===== src/rtl/adder_pkg.sv =====
// Shared definitions for the nibble-serial adder: FSM states, slice width and
// the operand width legality check.
package adder_pkg;

  typedef enum logic [1:0] {IDLE, RUN, DONE} state_t;

  localparam int NIBBLE_W = 4;

  // Operand width must be a whole, non-zero number of nibbles.
  function automatic bit width_ok(input int w);
    return (w % NIBBLE_W == 0) && (w >= NIBBLE_W);
  endfunction

endpackage


===== src/rtl/nibble_adder.sv =====
// Combinational 4-bit ripple adder slice with carry-in; ovf is the carry into
// bit 3 XOR the carry out of bit 3.
module nibble_adder
  import adder_pkg::*;
(
  input  logic [NIBBLE_W-1:0] a,
  input  logic [NIBBLE_W-1:0] b,
  input  logic                cin,
  output logic [NIBBLE_W-1:0] sum,
  output logic                cout,
  output logic                ovf
);

  logic [NIBBLE_W:0] w_c;

  always_comb begin
    w_c    = '0;
    sum    = '0;
    w_c[0] = cin;
    for (int i = 0; i < NIBBLE_W; i++) begin
      sum[i]   = a[i] ^ b[i] ^ w_c[i];
      w_c[i+1] = (a[i] & b[i]) | (a[i] & w_c[i]) | (b[i] & w_c[i]);
    end
  end

  assign cout = w_c[NIBBLE_W];
  assign ovf  = w_c[NIBBLE_W-1] ^ w_c[NIBBLE_W];

endmodule


===== src/rtl/nibble_serial_adder.sv =====
// WIDTH-bit adder built by stepping one 4-bit ripple slice across the operands,
// one nibble per clock, with valid/ready handshakes on both sides.
module nibble_serial_adder
  import adder_pkg::*;
#(
  parameter int WIDTH = 16
) (
  input  logic             clk,
  input  logic             rst_n,
  input  logic             in_valid,
  output logic             in_ready,
  input  logic [WIDTH-1:0] a,
  input  logic [WIDTH-1:0] b,
  input  logic             cin,
  output logic             out_valid,
  input  logic             out_ready,
  output logic [WIDTH-1:0] sum,
  output logic             carryout,
  output logic             overflow
);

  localparam int NIB = WIDTH / NIBBLE_W;
  localparam int KW  = (NIB > 1) ? $clog2(NIB) : 1;

  if (!width_ok(WIDTH)) begin : g_width_chk
    $error("nibble_serial_adder: WIDTH must be a positive multiple of 4");
  end

  state_t                         r_state, w_next;
  logic [NIB-1:0][NIBBLE_W-1:0]   r_a, r_b, r_sum;
  logic [KW-1:0]                  r_k;
  logic                           r_carry, r_carryout, r_overflow;
  logic                           r_in_ready, r_out_valid;
  logic                           w_accept, w_step, w_last;
  logic [NIBBLE_W-1:0]            w_s;
  logic                           w_cout, w_ovf;

  nibble_adder u_slice (
    .a    (r_a[r_k]),
    .b    (r_b[r_k]),
    .cin  (r_carry),
    .sum  (w_s),
    .cout (w_cout),
    .ovf  (w_ovf)
  );

  always_ff @(posedge clk or negedge rst_n) begin
    if (!rst_n) r_state <= IDLE;
    else        r_state <= w_next;
  end

  always_comb begin
    w_next = r_state;
    case (r_state)
      IDLE:    if (in_valid && r_in_ready) w_next = RUN;
      RUN:     if (w_last)                 w_next = DONE;
      DONE:    if (out_ready)              w_next = IDLE;
      default:                             w_next = IDLE;
    endcase
  end

  always_comb begin
    w_accept = (r_state == IDLE) && in_valid && r_in_ready;
    w_step   = (r_state == RUN);
    w_last   = (r_k == KW'(NIB - 1));
  end

  // Handshake flags are registered off the next state so they change on the
  // same edge as the transition that causes them.
  always_ff @(posedge clk or negedge rst_n) begin
    if (!rst_n) begin
      r_a         <= '0;
      r_b         <= '0;
      r_sum       <= '0;
      r_k         <= '0;
      r_carry     <= 1'b0;
      r_carryout  <= 1'b0;
      r_overflow  <= 1'b0;
      r_in_ready  <= 1'b0;
      r_out_valid <= 1'b0;
    end else begin
      r_in_ready  <= (w_next == IDLE);
      r_out_valid <= (w_next == DONE);
      if (w_accept) begin
        r_a     <= a;
        r_b     <= b;
        r_carry <= cin;
        r_k     <= '0;
        r_sum   <= '0;
      end else if (w_step) begin
        r_sum[r_k] <= w_s;
        r_carry    <= w_cout;
        r_k        <= w_last ? '0 : r_k + 1'b1;
        if (w_last) begin
          r_carryout <= w_cout;
          r_overflow <= w_ovf;
        end
      end
    end
  end

  assign in_ready  = r_in_ready;
  assign out_valid = r_out_valid;
  assign sum       = r_sum;
  assign carryout  = r_carryout;
  assign overflow  = r_overflow;

endmodule


===== config.mk =====
export PLATFORM = sky130hd
export DESIGN_NAME = nibble_serial_adder
export DESIGN_NICKNAME = d
export VERILOG_FILES = /design/src/rtl/adder_pkg.sv /design/src/rtl/nibble_adder.sv /design/src/rtl/nibble_serial_adder.sv
export SDC_FILE = /design/constraint.sdc
export NUM_CORES = 1
export LEC_CHECK = 0
export BUFFER_PORTS_ARGS = -buffer_cell sky130_fd_sc_hd__buf_2
export CORE_MARGIN = 2
export CORE_UTILIZATION = 30
export CTS_CLUSTER_DIAMETER = 120
export DETAILED_ROUTE_END_ITERATION = 8
export HOLD_SLACK_MARGIN = 0.05
export PLACE_DENSITY = 0.52
export SETUP_SLACK_MARGIN = 0.5
export SLEW_MARGIN = 15
export SYNTH_ARGS = -nofsm -noshare
export SYNTH_HDL_FRONTEND = slang
export SYNTH_SLANG_ARGS = --single-unit
export TNS_END_PERCENT = 50

===== constraint.sdc =====
create_clock -name clk -period 2.92 [get_ports clk]
set_input_delay 0.292 -clock clk [delete_from_list [all_inputs] [get_ports clk]]
set_output_delay 0.292 -clock clk [all_outputs]
set_load 0.02 [all_outputs]

======== Word-level counts from Yosys, hierarchy flattened ========
Index checks and enable logic that the tools add are counted.
W data, S select, Z words.
storage, ports and cells
  logic and storage cells ................. 82
  output and inout port bits .............. 20
  bits of input ports ..................... 37
  register bits ........................... 57
cells by class
  equality and inequality tests ........... 4
  bitwise gates (word level) .............. 30
  reduce and logical (&&, ||, !) cells .... 8
  muxes and demuxes ....................... 18
  add/subtract/negate cells ............... 1
  magnitude comparators ................... 2
operator list
  cell                   count
  $mux W16               2
  $bmux W4 S2            2
  $bwmux W16             1
  $and A1 B1 Y1          12
  $mux W2                6
  $mux W4                3
  $xor A1 B1 Y1          9
  $demux W4 S2           1
  $or A1 B1 Y1           8
  $eq A2 B2 Y1 const B   3
  $pmux W2 S3            1
  $logic_and A1 B1 Y1    4
  $logic_not A2 Y1       2
  $lt A2 B3 Y1 const B   1
  $reduce_and A3 Y1      1
  $add A2 B1 Y2 const B  1
  $eq A2 B1 Y1 const B   1
  $ge A2 B1 Y1 const B   1
  $mux W1                2
  $reduce_bool A2 Y1     1
  $not A1 Y1             1

======== Longest topological paths before layout ========
Gate-level depths: netlist of run 1.
  word-level depth ........................ 16
  gate-level depth with buffers ........... 10
  mapped depth without buffers ............ 9

======== Cells and area by module ========
A second synthesis of run 1 with hierarchy kept.
unflattened totals
  cells, all modules ...................... 200
  area, all modules ....................... 2658.8 µm²
modules (own cells, without submodules)
  module               sequential area each (µm²)  area each (µm²)  cells an instance  instances
  nibble_serial_adder  1426.4                      2532.4           185                1
  nibble_adder         0.0                         126.4            15                 1

======== Least setup slack after synthesis of run 1 ========
Ideal clock, no wire load.
  kind .................................... register to register
  start ................................... register r_k[0]
  end ..................................... register r_sum, in the netlist sum[15]
  arrival ................................. 2742 ps
  path slack .............................. 100 ps
  data required time ...................... 2843 ps
  cell stages (with the launch flop) ...... 11
  path through ............................ dfrtp_1 buf_2 mux4_2 fa_1 inv_1 fa_1 fa_1 inv_1 fa_1 nand3_1 a21oi_1
on the way
  cells in the longest elaborated chain, start to end .. 15
  elaborated cells on any way between the ends .. 29
  classes of those cells .................. order compare: 2; mux: 9; bitwise: 17; reduce/logical: 1
ends and longest elaborated chain
  element                                RTL line                                              source
  start, declared                        nibble_serial_adder.sv:31                             logic [KW-1:0] r_k;
  start signal, assigned                 nibble_serial_adder.sv:93                             r_k <= w_last ? '0 : r_k + 1'b1;
  $bmux W4 S2, on equally long branches  nibble_serial_adder.sv:39, nibble_serial_adder.sv:40
  $mux W4, on equally long branches      nibble_serial_adder.sv:39, nibble_serial_adder.sv:40
  $and A1 B1 Y1                          nibble_adder.sv:22                                    w_c[i+1] = (a[i] & b[i]) | (a[i] & w_c[i]) | (b[i] & w_c[i]);
  $or A1 B1 Y1 (2 in series)             nibble_adder.sv:22
  $and A1 B1 Y1                          nibble_adder.sv:22
  $or A1 B1 Y1 (2 in series)             nibble_adder.sv:22
  $and A1 B1 Y1                          nibble_adder.sv:22
  $or A1 B1 Y1 (2 in series)             nibble_adder.sv:22
  $xor A1 B1 Y1                          nibble_adder.sv:21                                    sum[i] = a[i] ^ b[i] ^ w_c[i];
  $bwmux W16 *                           nibble_serial_adder.sv:91                             r_sum[r_k] <= w_s;
  $mux W16 *                             nibble_serial_adder.sv:90                             end else if (w_step) begin
  $mux W16 *                             nibble_serial_adder.sv:84                             if (w_accept) begin
  end signal, assigned by index          nibble_serial_adder.sv:91
  end, declared                          nibble_serial_adder.sv:30                             logic [NIB-1:0][NIBBLE_W-1:0] r_a, r_b, r_sum;
Mark *: on every way between the ends. The rest lies on a longest branch, timed or not. The select of a mux whose other input is x is not followed.
A chain may end at the register's enable or synchronous reset.

======== Final worst setup path of run 1 ========
  start ................................... register r_k[0]
  end ..................................... register r_sum, in the netlist sum[3]
The elaborated chain is that of the path after synthesis.

==> impl_results.md, run 1 <==
* Status: finished, final reports clean
* Post-DRT Antenna Nets at 0
* DR WL/cell at 15.0 um
* Largest net degree at the start of global routing at 55
* Leakage power at 1.65 nW
* Final WL at 5.49 mm
* Clk buf depth at 2
* Clock transition at path regs at 0.06 ns
* HPWL Detailed at 3.93 mm
* Nets at 299
* CTS H-Tree Depth at 3
* Drt initial violations at 41
* Clk root buf: clkbuf_8
* Startpoint Class: flop
* Final setup vio count at 0
* Seq cells post-synth at 57
* Placed insts at 349
* Share of cells above drive strength 1 at 48.8%
* Grt ovf at 0
* Top Ports at 57
* Delay of the slowest critical-path stage at 0.55 ns
* Clock sink count at 57
* Post-Synth Simple-Gate Area at 6.56%
* Post-synth EDFFs at 0
* Adder-Cell Fraction of Synth Area at 4.77%
* CP arrival at 2.94 ns
* Most frequent cells in the layout: dfrtp_1, buf_2, mux2_4
* DR DRC count at 0
* Slowest-stage cell, CP: fa_2
* Crit-path max FO at 4
* Worst hold slack at 0.186 ns
* Synth warn at 0
* Synth Area in Compound Gates at 2.66%
* Via/cell ratio at 4.59
* GP Congestion at 0.698
* Syn_area_per_cell at 14.4 sq um
* RSZ-0062 raised after global routing: yes
* MaxCap Viol Count at 0
* Worst clock skew at 0.00943 ns
* Worst slew pin tran at 0.607 ns
* Non-filler cells, final at 366
* Gate Count Post-Synth at 189
* Register area share after synthesis at 52.3%
* Routed via count at 1,680
* Vias in the first global route at 1,786
* Clock Latency Late Sink at 0.33 ns
* Antenna violations before repair at 0
* Largest family of logic cells by synthesized area: multiplexers
* Cell area after synthesis at 2730 sq um
* Syn Nets at 234
* Worst EP required at 3.18 ns
* WS Path Type: flop to flop
* Slew margin rel. at 59.5%
* Cell Chain, Critical Path: mux4_2 -> fa_2 -> inv_2 -> fa_2 -> fa_2 -> inv_2 -> fa_2 -> nand3_1 -> a21oi_1
* Fin crit share at 91.9%
* First-pass iteration count of the detailed router at 4
* Multi-input combinational cell area at 1170 sq um
* FF/Latch Area at 1430 sq um
* Most used cell, CP: fa_2
* CTS buffer count at 9
* Final hold viol count at 0
* TritonCTS clock tree: built
* Primary FF master, synth: dfrtp_1
* PD cells at 1320 nW/um^2
* Async SR Flop Fraction at 100%
* Setup TNS at 0 ns
* Area Overhead vs Synth at 22.1%
* Core Rows at 34
* Worst min path class: input port to flop
* Total GRT Usage at 12.1%
* Tmin final at 2.68 ns
* Initial Util at 31.1%
* First-pass GRT wire length at 9.16 mm
* Max Slew Vio Count at 0
* Yosys cell types at 24
* Placeable Area at 8760 sq um
* Die X at 99.3 um
* Die Height at 99.3 um
* Fill cells at 882
* Worst vdd ir at 0.000473 V
* Multiplexer share of the synthesized area at 27.6%
* Die area at 9870 sq um
* Post-Synth XOR/XNOR Area at 0.642%
* Achievable Freq at 373 MHz
* Port Buffer Count at 56
* Total power at 4.40 mW
* ANT cells at 0
* Critical path capture point type: flop
==> synthesized netlist by cell type (all sizes together) (2+ instances only) <==
cell type   n  share of area [%]
a21oi       8                1.5
nand2      13                1.8
inv        11                1.5
fa          4                2.9
mux4        8                6.6
a211oi      2               0.55
nand3       8                1.5
o21ai       2               0.37
buf         9                3.8
mux2       33                 17
dfrtp      57                 52
nand3b      4                1.1
ha          4                1.8
mux2i      10                3.7
nor2       10                1.4
==> where the power goes <==
part | internal, mW | switching [mW] | leakage [nW]
sequential | 1.16 | 0.240 | 0.701
clock | 0.433 | 0.297 | 0.102
combinational | 1.17 | 1.10 | 0.849
total | 2.77 | 1.64 | 1.65
==> per-stage QoR <==
stage | instance area [sq um] | setup WS, ns | util [%]
after floorplan | 2750 | 0.222 | -
after global placement | 3120 | 0.263 | 35.6
after detailed placement | 3120 | 0.200 | 35.6
after CTS | 3330 | 0.234 | 38.0
after global routing | 3330 | 0.106 | 38.0
final | 3330 | 0.237 | 38.0
==> per-layer routing <==
metal  GRT usage (%)  share of wire [%]  vias up
met1            16.7                 49      837
met3            5.20                6.7        2
met5               0                  0        -
met4            2.21               0.24        0
li1                -                  -      786
met2            17.9                 44       55
==> cells by family after synthesis <==
kind of cell               Yosys count
DFF                                 57
muxes                               51
and+or+nand+nor                     37
buffers and inverters               21
AOI/OAI and AO/OA                   13
adders and majority gates            8
xor gates and xnor gates             2
==> layout make-up <==
type | instances | share of cell area (%)
clock buffer | 12 | 4.66
clock inverter | 3 | 1.20
inverter | 11 | 1.24
multi-input combinational | 111 | 35.3
sequential | 57 | 42.9
tap | 108 | 4.06
timing repair buffer | 64 | 10.7
==> critical path: cells and delay by family (launching register included) <==
kind	cells	cell delay [ns]
flops	1	0.41
buf+inv	2	0.10
fa+ha+maj	4	1.32
simple gates	1	0.10
mux	1	0.53
compound gates	1	0.14
==> sequential cells by signal, indices dropped and copies added (netlist names) <==
signal and cells:
r_a 16, r_carry 1, r_b 16, sum 16
overflow 1, in_ready 1, out_valid 1, r_k 2
carryout 1, r_state 2
==> what timing repair did <==
item / CTS / global route
hold buffers: 1 / 0
setup buffers: 1 / 0
endpoints found under the hold margin: 9 / 0
endpoints found under the setup margin: 11 / 11
resized for setup: 1 / 1
==> path summary, 6_finish.rpt <==
kind,start,end,cells after the start,slack [ns]
worst max-delay path,r_k[0],sum[3],9,0.24
worst min-delay path,a[5],r_a[5],2,0.19
worst max register to register,r_k[0],sum[3],9,0.24
worst min register to register,r_a[11],r_a[11],1,0.50
max in group asynchronous,rst_n,r_k[0],3,1.68
min in group asynchronous,rst_n,sum[2],2,0.35
No activity file was read; power rests on OpenSTA's default activity.
==> inputs of run 2 (changes only) <==
Settings changed: CTS_BUF_LIST set to sky130_fd_sc_hd__clkbuf_4 sky130_fd_sc_hd__clkbuf_8 sky130_fd_sc_hd__clkbuf_16, MAX_ROUTING_LAYER set to met4, SYNTH_HIERARCHICAL set to 1.
==> run 2 against run 1 <==
Net effect:
- largest cell class unchanged
- first-iteration DRC count up 100%
- sequential share of layout area up 1.1 points
- fmax down 3.9%
- clock skew down 0.0036 ns
- sequential power about the same
- synthesized cell count up 5.8%
- synthesized area down 2.5%
- wire length up 0.78%
==> impl_results.md, run 2 <==
* Grt met1 use at 16.6% (-0.11 points)
* GR Layer Usage met3 at 5.01% (-0.19 points)
* Setup TNS at 0 ns (unchanged)
* Startpoint Class: flop
* Hold_buf cts at 0 (-1)
* Clk root buf: clkbuf_8
* Placeable Area at 8680 sq um (-0.97%)
* Final setup vio count at 0 (unchanged)
* PD cells at 1330 nW/um^2 (+0.59%)
* Fin crit share at 95.6% (+3.7 points)
* Initial Util at 30.6% (-0.47 points)
* Comb power frac at 48.1% (-3.4 points)
* Final WL at 5.53 mm (+0.78%)
* Synth area leader: dfrtp_1
* Max Slew Vio Count at 0 (unchanged)
* Area Overhead vs Synth at 22.2% (about the same)
* Drt initial violations at 82 (+100%)
* Placed insts at 359 (+2.9%)
* Synth warn at 6 (+6)
* CP arrival at 3.05 ns (+0.11 ns)
* Core Rows at 34 (unchanged)
* Most frequent cell after synthesis: dfrtp_1
* Post-synth EDFFs at 0 (unchanged)
* Achievable Freq at 358 MHz (-3.9%)
* Seq cells post-synth at 57 (unchanged)
* Port Buffer Count at 56 (unchanged)
* DR DRC count at 0 (unchanged)
* Non-filler cells, final at 374 (+2.2%)
* Crit-path max FO at 4 (unchanged)
* Post-DRT Antenna Nets at 0 (unchanged)
* TritonCTS clock tree: built
* Worst min path class: input port to async pin
* Slowest-stage cell, CP: mux4_2
* Vias in the first global route at 1,857 (+4.0%)
* Cell Chain, Critical Path: mux4_2 -> inv_2 -> fa_1 -> inv_1 -> fa_2 -> fa_2 -> inv_2 -> fa_1 -> inv_2 -> nand3_1 -> a21oi_1
* Routed via count at 1,794 (+6.8%)
* Primary FF master, synth: dfrtp_1
* Die X at 98.1 um (-1.2%)
* RSZ-0062 raised after global routing: yes
* Worst EP required at 3.18 ns (about the same)
* Worst vdd ir at 0.000541 V (+14%)
* Met2 global-route usage at 19.4% (+1.5 points)
* First-pass GRT wire length at 9.43 mm (+2.9%)
* Worst slew pin tran at 0.717 ns (+0.111 ns)
* Async SR Flop Fraction at 100% (unchanged)
* Leakage power at 1.50 nW (-8.9%)
* Slew margin rel. at 52.2% (-7.4 points)
* Die Height at 98.1 um (-1.2%)
* Pint at 2.70 mW (-2.5%)
* Top Usage Layer GRT: met2
* Clock Latency Late Sink at 0.34 ns (about the same)
* Antenna violations before repair at 0 (unchanged)
* Register area share after synthesis at 53.6% (+1.3 points)
* Sw Share at 37.6% (+0.42 points)
* Register share of total power at 32.0% (about the same)
* Clk buf depth at 2 (unchanged)
* Die area at 9630 sq um (-2.4%)
* Yosys cell types at 27 (+13%)
* MaxCap Viol Count at 0 (unchanged)
* Cell area after synthesis at 2660 sq um (-2.5%)
* Commonest cells post-synth: dfrtp_1, mux2_2, nand2_1
* Worst clock skew at 0.00585 ns (-0.00359 ns)
* Delay of the slowest critical-path stage at 0.51 ns (-0.04 ns)
* Final hold viol count at 0 (unchanged)
* Syn_area_per_cell at 13.3 sq um (-7.8%)
* CTS H-Tree Depth at 3 (unchanged)
* First-pass iteration count of the detailed router at 5 (+1)
* Syn Nets at 245 (+4.7%)
* Most frequent cells in the layout: dfrtp_1, buf_2, mux2_2
* WS Path Type: flop to flop
* Clock transition at path regs at 0.06 ns (about the same)
* Tmin final at 2.79 ns (+0.109 ns)
* Area contributors post-synth: dfrtp_1, mux2_2, mux4_2
* Switching power at 1.63 mW (-0.71%)
* DR WL/cell at 14.8 um (-1.4%)
* Largest net degree at the start of global routing at 58 (+5.5%)
* Postcts setup bufs at 0 (-1)
* Post-synth top area share at 53.6% (+1.3 points)
* CTS buffer count at 9 (unchanged)
* Via/cell ratio at 4.80 (+4.5%)
* Gate Count Post-Synth at 200 (+5.8%)
* HPWL Detailed at 3.98 mm (+1.4%)
* Top Ports at 57 (unchanged)
* Status: finished, final reports clean
* Share of cells above drive strength 1 at 48.5% (-0.34 points)
* Total GRT Usage at 13.1% (+1.1 points)
* Grt ovf at 0 (unchanged)
* ANT cells at 0 (unchanged)
* GP Congestion at 0.777 (+11%)
* Most used cell, CP: inv_2
* Nets at 307 (+2.7%)
* Clock Power Share at 19.9% (+3.3 points)
* Clock sink count at 57 (unchanged)
* Critical path capture point type: flop
-- run 2: layer usage --
metal / routed length, um / up-vias / share of wire [%]
li1: - / 823 / -
met1: 2450 / 910 / 44
met2: 2640 / 52 / 48
met3: 347 / 9 / 6.3
met4: 99 / 0 / 1.8
met5: 0 / - / 0
-- run 2: worst paths after layout --
path	startpoint	cells after the start	slack, ns	endpoint
max	r_k[0]	11	0.13	sum[7]
min	rst_n	2	0.1	r_b[11]
max reg2reg	r_k[0]	11	0.13	sum[7]
min reg2reg	r_carry	1	0.49	r_carry
max in group asynchronous	rst_n	2	2.32	r_k[0]
min in group clk	out_ready	2	0.18	r_state[1]
-- run 2: what timing repair did --
| item | CTS | global route |
|---|---|---|
| gates cloned | 0 | 0 |
| resized for setup | 0 | 3 |
| endpoints found under the setup margin | 11 | 11 |
| pin swaps | 1 | 1 |
-- run 2: cell families after synthesis --
logic type               count (synthesis)  synth area share [%]
AND/OR/NAND/NOR                         44                  8.38
flip-flops                              57                  53.6
multiplexers                            42                  21.2
XOR/XNOR                                 1                 0.329
adder cells (fa/ha/maj)                  8                  4.89
buffers and inverters                   24                  6.54
AO/OA/AOI/OAI                           24                  5.04
-- run 2: final cells by class --
| type | count | area, sq um |
|---|---|---|
| fillers | 902 | 5430 |
| flip-flops and latches | 57 | 1430 |
| multi-input cells | 119 | 1080 |
| repair buffers | 63 | 333 |
| clock buffers | 13 | 173 |
| well taps | 108 | 135 |
| clock inverters | 2 | 60.1 |
| inverters | 12 | 45.0 |
-- run 2: critical path, delay by kind of cell (launching register included) --
family,cells,cell delay [ns]
multiplexers,1,0.51
AO/OA/AOI/OAI,1,0.17
flip-flops,1,0.40
AND/OR/NAND/NOR,1,0.08
buffers and inverters,4,0.28
adder cells (fa/ha/maj),4,1.27
-- run 2: power groups by stage --
stage          Clock (mW)  Combinational [mW]  Sequential [mW]
2_1_floorplan           0                1.55             1.43
3_3_place_gp            0                2.07             1.40
3_5_place_dp            0                2.11             1.40
4_1_cts             0.882                2.10             1.39
5_1_grt             0.922                2.30             1.43
6_report            0.859                2.08             1.38
-- run 2: metrics by stage --
stage          worst slack [ns]  cell area, sq um  hold WS (ns)  util, %  power [mW]
2_1_floorplan            0.0581              2670      -0.00359        -        2.98
3_3_place_gp              0.140              3010         0.471     34.7        3.48
3_5_place_dp             0.0988              3010         0.470     34.7        3.51
4_1_cts                   0.131              3240         0.121     37.4        4.37
5_1_grt                  0.0134              3250         0.153     37.4        4.66
6_report                  0.128              3250        0.0955     37.4        4.32
